[config.mk]
export PLATFORM = sky130hd
export DESIGN_NAME = mulnu_seq_approx
export DESIGN_NICKNAME = d
export VERILOG_FILES = /design/src/rtl/mulnu_pkg.sv /design/src/rtl/mulnu_pp_gen.sv /design/src/rtl/mulnu_seq_approx.sv
export SDC_FILE = /design/constraint.sdc
export NUM_CORES = 1
export LEC_CHECK = 0
export CORE_UTILIZATION = 38
export CTS_CLUSTER_DIAMETER = 80
export DETAILED_ROUTE_END_ITERATION = 10
export GPL_TIMING_DRIVEN = 1
export RECOVER_POWER = 50
export SYNTH_ARGS = -nofsm -noshare
export SYNTH_HDL_FRONTEND = slang
export SYNTH_SLANG_ARGS = --single-unit
export TNS_END_PERCENT = 50
[constraint.sdc]
create_clock -name clk -period 7.8 [get_ports clk]
set_clock_uncertainty 0.15 [all_clocks]
set_input_delay 1.56 -clock clk [delete_from_list [all_inputs] [get_ports clk]]
set_output_delay 1.56 -clock clk [all_outputs]
set_load 0.005 [all_outputs]
[src/rtl/mulnu_pkg.sv]
// Shared types and helpers for the sequential shift-add approximate multiplier.
// Supports products up to MAX_PROD_W bits wide, so operands up to 32 bits.
package mulnu_pkg;

  typedef enum logic [1:0] {IDLE, BUSY, DONE} state_t;

  localparam int MAX_PROD_W = 64;

  // Bits at or above column 'trunc' are set, up to the 2*width product size.
  function automatic logic [MAX_PROD_W-1:0] trunc_mask(input int width, input int trunc);
    logic [MAX_PROD_W-1:0] m;
    m = '0;
    for (int b = 0; b < MAX_PROD_W; b++) begin
      if (b >= trunc && b < 2 * width) m[b] = 1'b1;
    end
    return m;
  endfunction

endpackage

[src/rtl/mulnu_pp_gen.sv]
// Combinational partial-product generator: (A << i), with the low TRUNC
// columns cleared when approximate mode is selected.
module mulnu_pp_gen
  import mulnu_pkg::*;
#(
  parameter int WIDTH = 8,
  parameter int TRUNC = 4,
  parameter int IDX_W = 3
) (
  input  logic [WIDTH-1:0]   a_lat,
  input  logic [IDX_W-1:0]   idx,
  input  logic               approx_en_lat,
  output logic [2*WIDTH-1:0] pp
);

  localparam logic [MAX_PROD_W-1:0] FULL_MASK   = trunc_mask(WIDTH, TRUNC);
  localparam logic [2*WIDTH-1:0]    APPROX_MASK = FULL_MASK[2*WIDTH-1:0];

  logic [2*WIDTH-1:0] shifted;

  always_comb begin
    shifted = {{WIDTH{1'b0}}, a_lat} << idx;
    pp      = approx_en_lat ? (shifted & APPROX_MASK) : shifted;
  end

endmodule

[src/rtl/mulnu_seq_approx.sv]
// Sequential shift-add unsigned multiplier with exact/truncated modes,
// valid/ready handshakes on both sides and a saturating completion counter.
module mulnu_seq_approx
  import mulnu_pkg::*;
#(
  parameter int WIDTH = 8,
  parameter int TRUNC = 4,
  parameter int CNT_W = 16
) (
  input  logic               clk,
  input  logic               rst_n,
  input  logic               in_valid,
  output logic               in_ready,
  input  logic [WIDTH-1:0]   A,
  input  logic [WIDTH-1:0]   B,
  input  logic               approx_en,
  output logic               out_valid,
  input  logic               out_ready,
  output logic [2*WIDTH-1:0] O,
  output logic [CNT_W-1:0]   op_count
);

  localparam int IDX_W = (WIDTH > 1) ? $clog2(WIDTH) : 1;
  localparam logic [IDX_W-1:0] LAST_IDX = IDX_W'(WIDTH - 1);

  state_t             state;
  logic [WIDTH-1:0]   a_lat;
  logic [WIDTH-1:0]   b_lat;
  logic               approx_lat;
  logic [2*WIDTH-1:0] acc;
  logic [IDX_W-1:0]   idx;
  logic [2*WIDTH-1:0] pp;
  logic [2*WIDTH-1:0] acc_next;

  mulnu_pp_gen #(
    .WIDTH(WIDTH),
    .TRUNC(TRUNC),
    .IDX_W(IDX_W)
  ) u_pp_gen (
    .a_lat        (a_lat),
    .idx          (idx),
    .approx_en_lat(approx_lat),
    .pp           (pp)
  );

  assign in_ready = (state == IDLE);

  always_comb begin
    acc_next = acc;
    if (b_lat[idx]) acc_next = acc + pp;
  end

  // One multiplier bit per BUSY cycle; the final sum goes straight into O.
  always_ff @(posedge clk) begin
    if (!rst_n) begin
      state      <= IDLE;
      a_lat      <= '0;
      b_lat      <= '0;
      approx_lat <= 1'b0;
      acc        <= '0;
      idx        <= '0;
      O          <= '0;
      out_valid  <= 1'b0;
      op_count   <= '0;
    end else begin
      case (state)
        IDLE: begin
          if (in_valid) begin
            a_lat      <= A;
            b_lat      <= B;
            approx_lat <= approx_en;
            acc        <= '0;
            idx        <= '0;
            state      <= BUSY;
          end
        end
        BUSY: begin
          acc <= acc_next;
          idx <= idx + 1'b1;
          if (idx == LAST_IDX) begin
            O         <= acc_next;
            out_valid <= 1'b1;
            state     <= DONE;
          end
        end
        DONE: begin
          if (out_ready) begin
            out_valid <= 1'b0;
            state     <= IDLE;
            if (op_count != {CNT_W{1'b1}}) op_count <= op_count + 1'b1;
          end
        end
        default: begin
          state     <= IDLE;
          out_valid <= 1'b0;
        end
      endcase
    end
  end

endmodule

==> key figures, run 1 <==
Status
  – Outcome: finished, violations left
  – Failing checks: max-capacitance violations, max-slew violations

Detailed routing
  – Vias/cell: around 5.4
  – DR pass1 iterations: 4
  – Via count: 3732
  – Total routed wirelength: roughly 10000 um
  – Post-DR wirelength/cell: 14.46 um
  – Initial DRC count: approximately 180
  – Antenna-violating nets left: 0
  – Residual DRC: 0

GRT
  – Initial antenna violation count: 0
  – Largest net degree at the start of global routing: between 40 and 50
  – Most used routing layer: met2
  – Overflow after GRT: 0
  – Met2 Usage GRT: 30.09%
  – GRT Util Overall: 18.85%
  – M3 GR Usage: 4.180%
  – First-pass GRT wire length: ~17000 um
  – Met1 usage: 25.54%
  – Vias in the first global route: 3385

Power
  – Total power: 0.7648 mW
  – Combinational share of power: around a tenth
  – Lkg Pwr: 1.846 nW
  – Clock power share: approximately two fifths
  – Power per cell area: 158.9 mW/mm2
  – Switch Pwr: 0.2080 mW
  – Peak VDD IR: approximately 0.069 mV
  – Int Pwr: 0.5568 mW
  – Switch share: 27.19%
  – Seq pwr share: a little under 50%

Cells and area
  – P&R area growth vs syn: 19.32%
  – Storage element area: 0.001421 mm2
  – Antenna Cells: 0
  – FILL cells: about 1000
  – Final net count: 588
  – Area of the multi-input gates: 0.002427 mm2
  – Share of cells above drive strength 1: 6.329%
  – Final Util: 46.62%

Setup path
  – Data arrival time of the worst path: 4.63 ns
  – CP required: approximately 7.9 ns
  – Critical path capture point type: flop
  – Critical path fanouts, max: 45
  – Setup CP Type: input port to flop
  – Critical path startpoint category: input port

STA
  – WHS: 0.3068 ns
  – Worst Tran Pin Value: 1.926 ns
  – Final Max Tran Viols: 46
  – Fin worst setup slack: between 3 and 4 ns
  – Relative slew margins: -28.39%
  – # setup viols final: 0
  – Final Hold Fails: 0
  – RSZ-0062 raised after global routing: no
  – Final period utilization: 58.75%
  – Min Tclk post-route: 4.582 ns
  – Final TNS setup: 0 ns
  – Fmax achieved: about 220 MHz

Synth
  – Share of flip-flops with an asynchronous set or reset: 0%
  – Most used flip-flop cell after synthesis: dfxtp_1
  – XOR/XNOR Fraction of Synth Area: 4.342%
  – Synth unique cells: 59
  – Adder-Cell Fraction of Synth Area: under 10%
  – Flops & latches, synth: 71
  – Post-synthesis mux area share: 5.862%
  – Register area share after synthesis: between 30% and 40%
  – Simple-gate share of the synthesized area: between 20% and 30%
  – Synth Area in Compound Gates: 19.79%
  – Syn avg cell area: 7.894 um2
  – Mapped Area: roughly 0.004 mm2
  – EDFF count, synth: 0
  – Largest family of logic cells by synthesized area: simple AND/OR/NAND/NOR gates
  – Syn Inst Count: 511
  – Syn Nets: 551
  – Synth Warn #: 0

Placed design
  – Post-Place Setup Slack: 3.689 ns
  – IO Port Bufs: 54
  – Gp weighted congestion: between 0.8 and 0.9
  – DPL Wire Length: 6932 um

Floorplanning
  – Row count: 37
  – Die Height: roughly 110 um
  – I/O pins: 55
  – Starting Density: 39.07%
  – Die Width: 105.0 um
  – Die area: roughly 0.011 mm2
  – Area of the core: 0.01032 mm2

Clocking
  – Total CTS buffers: 9
  – Post-CTS resize count: 0
  – CTS tree: built
  – Clock Pin Slew Worst Setup and Hold Paths: ~0.080 ns
  – CTS sink cnt: 71
  – Postcts setup bufs: 0
  – Worst skew pair latency: between 0.3 and 0.4 ns
  – Hold buffer count at cts: 0
  – Clock H-tree levels: 3
  – CTS Root Cell: clkbuf_8
  – Clk buf depth: 2

Flow run
  – Max_cap viols: 1

Hold path
  – Hold Path Class: flop to flop
[cells in the final DEF (no fill, tap or decap), types with 8 or more instances in the layout]
cell	instances
nand2_1	94
dfxtp_1	71
a21oi_1	61
nor2_1	40
dlygate4sd3_1	36
nand3_1	29
o21ai_0	24
ha_1	18
clkdlybuf4s50_1	18
mux2i_1	12
nand4_1	11
xnor2_1	11
inv_1	10
clkbuf_8	10
xor2_1	9
a311oi_1	9
nor3_1	8
a21o_1	8
or3_1	8
[registers in the layout (all words and copies together) (netlist names)]
signal	flops
O	16
acc	16
op_count	16
a_lat	8
b_lat	8
idx	3
state	2
approx_lat	1
out_valid	1
[final timing paths]
kind / to / slack (ns) / cells past startpoint / from
worst max-delay path: acc[12] / 3.22 / 5 / rst_n
worst max register to register: O[10] / 3.99 / 10 / idx[1]
worst min-delay path: O[5] / 0.31 / 2 / O[5]
worst min register to register: O[5] / 0.31 / 2 / O[5]
[power groups by stage]
stage / Combinational [mW] / Clock (mW) / Sequential [mW]
2_1_floorplan: 0.0589 / 0 / 0.382
3_3_place_gp: 0.0780 / 0 / 0.386
3_5_place_dp: 0.0788 / 0 / 0.386
6_report: 0.0789 / 0.309 / 0.377
5_1_grt: 0.0881 / 0.332 / 0.379
4_1_cts: 0.0793 / 0.317 / 0.377
[metrics by stage]
step | instance area, um2 | std cells
5_1_grt | 4813 | 689
3_5_place_dp | 4612 | 673
6_report | 4813 | 689
2_1_floorplan | 4034 | 511
4_1_cts | 4817 | 689
3_3_place_gp | 4612 | 673
[per-layer routing]
layer | wire (um) | vias up | part of all wire (%)
met3 | 545 | 8 | 5.5
met1 | 4773 | 1728 | 48
li1 | - | 1897 | -
met2 | 4540 | 99 | 46
met5 | 0 | - | 0
met4 | 102 | 0 | 1.0
[final cells by class]
cell class                      count  area share (%)
Multi-Input combinational cell    400           50.43
Sequential cell                    71           29.53
Timing Repair Buffer               56           11.46
Tap cell                          136           3.535
Clock buffer                       10           2.859
Clock inverter                      6           1.404
Inverter                           10          0.7798
[cell usage after synthesis (all sizes together), types with 2 or more instances]
cell    instances  share of area, %
o21ai          27               3.3
and2            3              0.47
a311oi         10               2.3
a211oi          3              0.56
a21o            8               1.5
nor2b           2              0.31
clkbuf         17               1.6
nand4          11               1.7
a221oi          2              0.59
mux2            4               1.2
xnor2          11               2.4
dfxtp          71                35
o211ai          5              0.93
buf            13               2.1
nor4            3              0.78
nor3            9               1.2
nand2          95               8.9
ha             18               5.6
or3             8               1.2
nand2b          3              0.47
a31oi           3              0.62
nor2           40               3.7
xor2            9               2.0
a21oi          62               7.8
inv            10              0.93
mux2i          13               3.5
and3            2              0.31
nor3b           2              0.37
mux4            2               1.1
nand3          30               3.8
[critical path, stage by stage]
cell and delay [ns]:
dlygate4sd3_1 0.79, inv_1 0.48, clkbuf_1 1.43, or3_1 0.24, o221ai_1 0.12
[logic make-up after synthesis]
group,Yosys count
buf+inv,40
flops,71
fa+ha+maj,19
compound gates,130
xor+xnor,20
mux,19
simple gates,212
No activity file was read; power rests on OpenSTA's default activity.
==> inputs of run 2 (changes only) <==
clock period = 4.73 ns   (was 7.8 ns; I/O delays follow)
==> key figures, run 2 (same netlist as run 1, synthesis figures left out) <==
Detailed routing
  – Max Used Layer: met4
  – Initial DRC count: 172
  – Met2 WL: 4541 um
  – Residual DRC: 0
  – Total routed wirelength: 9930 um
  – Vias/cell: 5.418
  – DR pass1 iterations: 4
  – Met1 wire length: 4698 um
  – Via count: 3744
  – Post-DR wirelength/cell: 14.37 um
  – Antenna-violating nets left: 0
  – Met3 WL: 502 um

Placed design
  – Gp weighted congestion: around 0.9
  – DPL Wire Length: around 7100 um
  – IO Port Bufs: 54

Power
  – Switch share: roughly 27%
  – Int Pwr: about 0.9 mW
  – Combinational share of power: 10.3%
  – Switch Pwr: 0.3429 mW
  – Lkg Pwr: about 1.9 nW
  – Power per cell area: 262.3 mW/mm2
  – Seq pwr share: around half
  – Peak VDD IR: 0.1252 mV
  – Total power: 1.267 mW
  – Clock power share: 40.5%

Floorplanning
  – Die Width: 105.0 um
  – Row count: 37
  – Starting Density: between 30% and 40%
  – Die Height: approximately 110 um
  – I/O pins: 55
  – Area of the core: around 0.010 mm2
  – Die area: 0.01103 mm2

STA
  – Fmax achieved: around 260 MHz
  – Final TNS setup: 0 ns
  – Final Max Tran Viols: 38
  – Relative slew margins: -8.741%
  – Worst Tran Pin Value: ~1.6 ns
  – WHS: 0.3042 ns
  – # setup viols final: 0
  – RSZ-0062 raised after global routing: no
  – Min Tclk post-route: 3.800 ns
  – Final Hold Fails: 0
  – Final period utilization: 80.35%

Setup path
  – Critical R2R Launch: idx[1]
  – Critical path fanouts, max: 37
  – Critical path capture point type: flop
  – Reg2reg end: acc[12]
  – Data arrival time of the worst path: 3.83 ns
  – Crit path launch: rst_n
  – Critical path startpoint category: input port
  – Critical path capture point: op_count[0]
  – R2R cell count: 10
  – Setup CP Type: input port to flop
  – R2r setup slk: 1.17 ns
  – CP required: 4.76 ns

GRT
  – Largest net degree at the start of global routing: 38
  – Initial antenna violation count: 0
  – GRT Util Overall: 18.99%
  – Vias in the first global route: 3456
  – First-pass GRT wire length: ~17000 um
  – Overflow after GRT: 0

Cells and area
  – Storage element area: 0.001421 mm2
  – Area of the multi-input gates: 0.002427 mm2
  – FILL cells: between 1000 and 1500
  – Antenna Cells: 0
  – Commonest non-fill, non-tap cell in the layout: nand2_1
  – Most frequent cells in the layout: nand2_1 (94), dfxtp_1 (71), a21oi_1 (61)
  – P&R area growth vs syn: 19.73%
  – Top flop regs: O: 16 flops, acc: 16 flops, op_count: 16 flops
  – Share of cells above drive strength 1: ~6.5%
  – Final Util: 46.78%
  – Final net count: 590

Clocking
  – Clock Pin Slew Worst Setup and Hold Paths: 0.08 ns
  – CTS tree: built
  – Worst skew pair latency: roughly 0.36 ns
  – Hold buffer count at cts: 0
  – Total CTS buffers: 9
  – Clk buf depth: 2
  – Postcts setup bufs: 0
  – Post-CTS resize count: 0
  – Clock H-tree levels: 3
  – CTS sink cnt: 71
  – CTS Root Cell: clkbuf_8

Flow run
  – Max_cap viols: 1

Hold path
  – Hold Path Class: flop to flop

Status
  – Failing checks: max-capacitance violations, max-slew violations
  – Outcome: finished, violations left
run 2: worst min path at each step:
stage / startpoint / slack, ns / cells after the start / to
floorplan: b_lat[4] / 0.28 / 2 / b_lat[4]
global placement: b_lat[3] / 0.30 / 2 / b_lat[3]
detailed placement: b_lat[0] / 0.30 / 2 / b_lat[0]
CTS: b_lat[0] / 0.31 / 2 / b_lat[0]
global route: b_lat[0] / 0.33 / 2 / b_lat[0]
finish: O[5] / 0.30 / 2 / O[5]
run 2: layout make-up:
cell class              count  area share [%]
clock buffers              11           2.927
well taps                 136           3.523
multi-input cells         400           50.26
clock inverters             5           1.347
inverters                  10          0.7772
flip-flops and latches     71           29.43
repair buffers             58           11.74
run 2: power groups by stage:
stage	Clock [mW]	Sequential (mW)	Combinational, mW
global placement	0	0.636	0.130
detailed placement	0	0.637	0.132
finish	0.513	0.623	0.131
floorplan	0	0.629	0.0971
global route	0.556	0.625	0.145
CTS	0.529	0.623	0.132
run 2: per-layer routing:
| layer | GRT usage [%] | vias to the layer above |
|---|---|---|
| met5 | 0 | - |
| met4 | 6.539 | 0 |
| met3 | 4.991 | 14 |
| met2 | 30.27 | 93 |
| met1 | 24.76 | 1737 |
| li1 | - | 1900 |
run 2: worst max-delay path: stages:
cell and delay (ns):
clkdlybuf4s50_1 0.77, inv_1 0.74, clkbuf_1 1.24, nor2_1 0.12
run 2: metrics by stage:
step / instance area [um2] / cells / worst slack, ns
finish: 4830 / 691 / 0.9296
floorplan: 4034 / 511 / 1.707
global placement: 4627 / 675 / 1.277
CTS: 4833 / 691 / 1.163
global route: 4830 / 691 / 0.6621
detailed placement: 4627 / 675 / 1.196
==> variant 1: new RTL, settings of run 2 <==
Re-encode `state_t` (3 states) as one-hot, 3 bits wide.
--- a/src/rtl/mulnu_pkg.sv
+++ b/src/rtl/mulnu_pkg.sv
@@ -4,3 +4,3 @@
 
-  typedef enum logic [1:0] {IDLE, BUSY, DONE} state_t;
+  typedef enum logic [2:0] {IDLE = 3'b001, BUSY = 3'b010, DONE = 3'b100} state_t;
 
Check against the original RTL: no difference found for any inputs over 4 cycles, from zero or initial values and one cycle with rst_n low; so few cycles prove little.
==> variant 1 against run 2 <==
The flow still finishes with violations (capacitance limit, slew limit); highest routed layer unchanged; non-clock buffer count down 1; cell area up 2.8%; worst setup slack better by 140 ps; sequential power up 0.6%; sequential share of layout area down 0.41 points; via count up 2.7%; area after synthesis up 3.9%; sequential cell count up 1; cell count up 0.58%; total power down 5.3%; fmax up 3.7%; routed wire length up 7.1%; critical path depth up 5.
==> variant 1: results (changes against run 2) <==
status=finished with violations; maximum VDD drop=102.7 uV (-18%); Hold Crit Start=O[2]; Clock Latency Late Sink=360 ps (about the same); Pleak=1.949 nW (+4.8%); initial antenna violation count=0 (unchanged); final WL=10.64 mm (+7.1%); Yosys cell types=66 (+12%); first-pass GRT wire length=17.50 mm (+4.8%); Crit path arrival time=3760 ps (-70 ps); vias in the first global route=3,542 (+2.5%); Final #Nets=594 (+0.68%); reg2reg path depth=9 (-1); share of cells above drive strength 1=0.06619 (+0.001325); gp weighted congestion=0.8999 (+0.33%); final worst hold slack=308.5 ps (+4.264 ps); max-cap violations=1 (unchanged); Pins Over Slew Limit=37 (-2.6%); Via density=5.534 (+2.1%); hpwl dp=7.877 mm (+11%); HP Class=reg2reg; Worst Hold End=O[2]; Port Buffers=54 (unchanged); Commonest cells post-synth=85 x nand2_1, 72 x dfxtp_1, 41 x a21oi_1; largest net degree at the start of global routing=38 (unchanged); main area contributors after synthesis=dfxtp_1 34%, nand2_1 7.6%, ha_1 5.4%, a21oi_1 4.9%, nor2_1 3.5%; sequential area share after synthesis=0.3439 (-0.008477); flop2flop setup slack=1060 ps (-110 ps); relative slew slack=-0.03183 (+0.05558); DRT Pass-1 Iters=5 (+1); clock-pin slew on the worst setup and hold paths=80 ps (about the same); gr usage total=0.1947 (+0.004827); crit path max fanout=17 (-54%); first-iteration detailed-routing DRC count=208 (+21%); synthesized net count=560 (+1.6%); post-cts gate resize count=0 (unchanged); Clock Root Buffer=clkbuf_8; failing checks=capacitance limit, slew limit; fillcell total=1,036 (-1.4%); Ys Warns=0 (unchanged); worst r2r dst=O[12]
[variant 1: metrics by stage]
| step | area (um^2) | instances | power, mW |
|---|---|---|---|
| after floorplan | 4192 | 520 | 0.7141 |
| after global placement | 4788 | 679 | 0.7553 |
| after detailed placement | 4788 | 679 | 0.7567 |
| after CTS | 4971 | 695 | 1.210 |
| after global routing | 4967 | 695 | 1.254 |
| final | 4967 | 695 | 1.199 |
[variant 1: worst max path at each step]
stage,depth (start not counted),start,end,slack (ps)
floorplan,12,idx[0],O[12],1570
global placement,9,idx[1],O[12],1180
detailed placement,9,idx[1],O[12],1080
CTS,9,idx[1],O[12],1080
global route,9,idx[1],O[12],870
finish,9,idx[1],O[12],1060
[variant 1: critical path: stages, from the launching register on]
cell and delay (ps):
dfxtp_1 780, mux2_2 420, o21ai_0 230, o21ai_0 130
ha_1 360, a21o_1 240, a221o_1 460, a221o_1 360
a2bb2oi_1 140, o311a_1 280
[variant 1: final cells by class]
cell class	instances	area share
clock buffers	11	0.03048
clock inverters	5	0.006297
inverters	7	0.005290
multi-input cells	407	0.5209
flip-flops and latches	72	0.2902
well taps	136	0.03426
repair buffers	57	0.1126
[variant 1: per-layer routing]
metal | part of all wire | vias to the layer above | GRT usage
met5 | 0 | - | 0
met1 | 0.50 | 1764 | 0.2707
met3 | 0.051 | 16 | 0.03647
li1 | - | 1963 | -
met4 | 0.016 | 0 | 0.06262
met2 | 0.43 | 103 | 0.3023
[variant 1: logic make-up (layout without fill, tap and decap cells)]
logic type | count (synthesis) | after routing | share of synthesized area
and+or+nand+nor | 207 | 207 | 0.2367
AOI/OAI and AO/OA | 145 | 145 | 0.2278
DFF | 72 | 72 | 0.3439
buffers and inverters | 41 | 80 | 0.04000
muxes | 21 | 21 | 0.06179
adders and majority gates | 19 | 19 | 0.05851
xor gates and xnor gates | 15 | 15 | 0.03134
[variant 1: power breakdown]
part | switching, mW | internal (mW)
Clock | 0.241 | 0.217
Combinational | 0.0691 | 0.0452
Sequential | 0.0105 | 0.617
Total | 0.320 | 0.879
==> variant 2: new RTL, config.mk and constraints of run 2 <==
Made on the original files. `WIDTH` is set to 8 in 2 places; all go to 4.
--- a/src/rtl/mulnu_pp_gen.sv
+++ b/src/rtl/mulnu_pp_gen.sv
@@ -5,3 +5,3 @@
 #(
-  parameter int WIDTH = 8,
+  parameter int WIDTH = 4,
   parameter int TRUNC = 4,
--- a/src/rtl/mulnu_seq_approx.sv
+++ b/src/rtl/mulnu_seq_approx.sv
@@ -5,3 +5,3 @@
 #(
-  parameter int WIDTH = 8,
+  parameter int WIDTH = 4,
   parameter int TRUNC = 4,
Interface: changed (resized A, B and O); port bits go from 55 to 39. No check against the original RTL was run, so the function may have changed too.
==> variant 2 against run 2 <==
Largest power group unchanged; via count decreased by 45%; area after synthesis decreased by 42%; sequential cell count decreased by 25; sequential share of layout area increased by 2.7 points; cell area decreased by 41%; cell count decreased by 43%; hold slack improved by 7.0 ps; critical path depth unchanged; total power decreased by 41%; global-route usage decreased by 0.96 points; synthesized cell count decreased by 45%; worst setup slack improved by 780 ps; routed wire length decreased by 48%; largest cell class unchanged.
==> variant 2: results (changes against run 2) <==
status=complete, no violations; multiplexer share of the synthesized area=0.05760 (-0.001023); flop2flop setup slack=1860 ps (+690 ps); Post-Place Worst Slack=1337 ps (+141.0 ps); gr usage total=0.1803 (-0.009639); CP max stage delay=980 ps (-260 ps); WL met2=2.491 mm (-45%); sequential area share after synthesis=0.3925 (+0.04018); Pleak=1.098 nW (-41%); Final #Nets=338 (-43%); Compound-Gate Fraction of Synth Area=0.1627 (-0.03522); CTS H-tree depth=2 (-1); Via density=5.292 (-2.3%); Commonest cells post-synth=46 x dfxtp_1, 41 x nand2_1, 27 x a21oi_1; final worst hold slack=311.2 ps (+6.982 ps); final worst-path cycle share=0.6393 (-0.1641); Port Buffers=38 (-30%); commonest non-fill, non-tap cell in the layout=dfxtp_1; first-iteration detailed-routing DRC count=53 (-69%); DR WL met3=195 um (-61%); Clock Latency Late Sink=300 ps (-60 ps); first-pass GRT wire length=9.039 mm (-46%); crit path max fanout=33 (-11%); largest net degree at the start of global routing=34 (-11%); maximum VDD drop=150.6 uV (+20%); vias in the first global route=1,877 (-46%); M1 wire length=2.414 mm (-49%); Post-Synth Adder-Cell Area=0.05653 (-0.004261); total CTS buffers=5 (-4); Largest regs=op_count: 16 flops, O: 8 flops, acc: 8 flops; gp weighted congestion=0.8861 (-1.2%); fillcell total=587 (-44%); share of cells above drive strength 1=0.03481 (-0.03005); WL/cell=13.20 um (-8.1%); Crit path arrival time=3070 ps (-760 ps); hpwl dp=3.668 mm (-48%)
==> variant 2: power breakdown <==
| group | total (mW) | internal [mW] | switching, mW |
|---|---|---|---|
| clock | 0.290 | 0.158 | 0.131 |
| sequential | 0.402 | 0.394 | 0.00867 |
| combinational | 0.0601 | 0.0262 | 0.0339 |
| total | 0.752 | 0.578 | 0.174 |
==> variant 2: worst paths after layout <==
kind,cells after the start,start,endpoint
worst min-delay path,2,b_lat[3],b_lat[3]
worst min register to register,2,b_lat[3],b_lat[3]
worst max register to register,10,idx[1],acc[7]
worst max-delay path,4,rst_n,op_count[2]
==> variant 2: stage by stage <==
step | cells | cell area, um^2
detailed placement | 383 | 2776
floorplan | 281 | 2346
global route | 391 | 2867
global placement | 383 | 2776
CTS | 391 | 2883
finish | 391 | 2867
==> variant 2: routing by layer <==
metal  vias to the layer above  track usage
met3                         4      0.03864
met5                         -            0
met4                         0      0.06429
li1                       1064            -
met1                       958       0.2232
met2                        43       0.3051
==> variant 2: cell families (layout without fill, tap and decap cells) <==
family | after synthesis | after routing
and+or+nand+nor | 115 | 115
AOI/OAI and AO/OA | 64 | 64
DFF | 46 | 46
buffers and inverters | 18 | 53
xor gates and xnor gates | 16 | 16
muxes | 12 | 12
adders and majority gates | 10 | 10
==> variant 2: layout make-up <==
cell class,count,share of cell area
sequential,46,0.3213
clock buffer,7,0.02663
tap,75,0.03274
multi-input combinational,217,0.4670
clock inverter,1,0.01048
inverter,7,0.009166
timing repair buffer,38,0.1327
==> variant 2: worst register-to-register path, stage by stage (launching register included) <==
cell	delay, ps
dfxtp_1	550
mux2i_1	310
nor2_1	60
a31oi_1	150
nor2_1	60
ha_1	370
o211ai_1	90
o21ai_0	290
o221ai_1	260
or3_1	360
a31oi_1	130
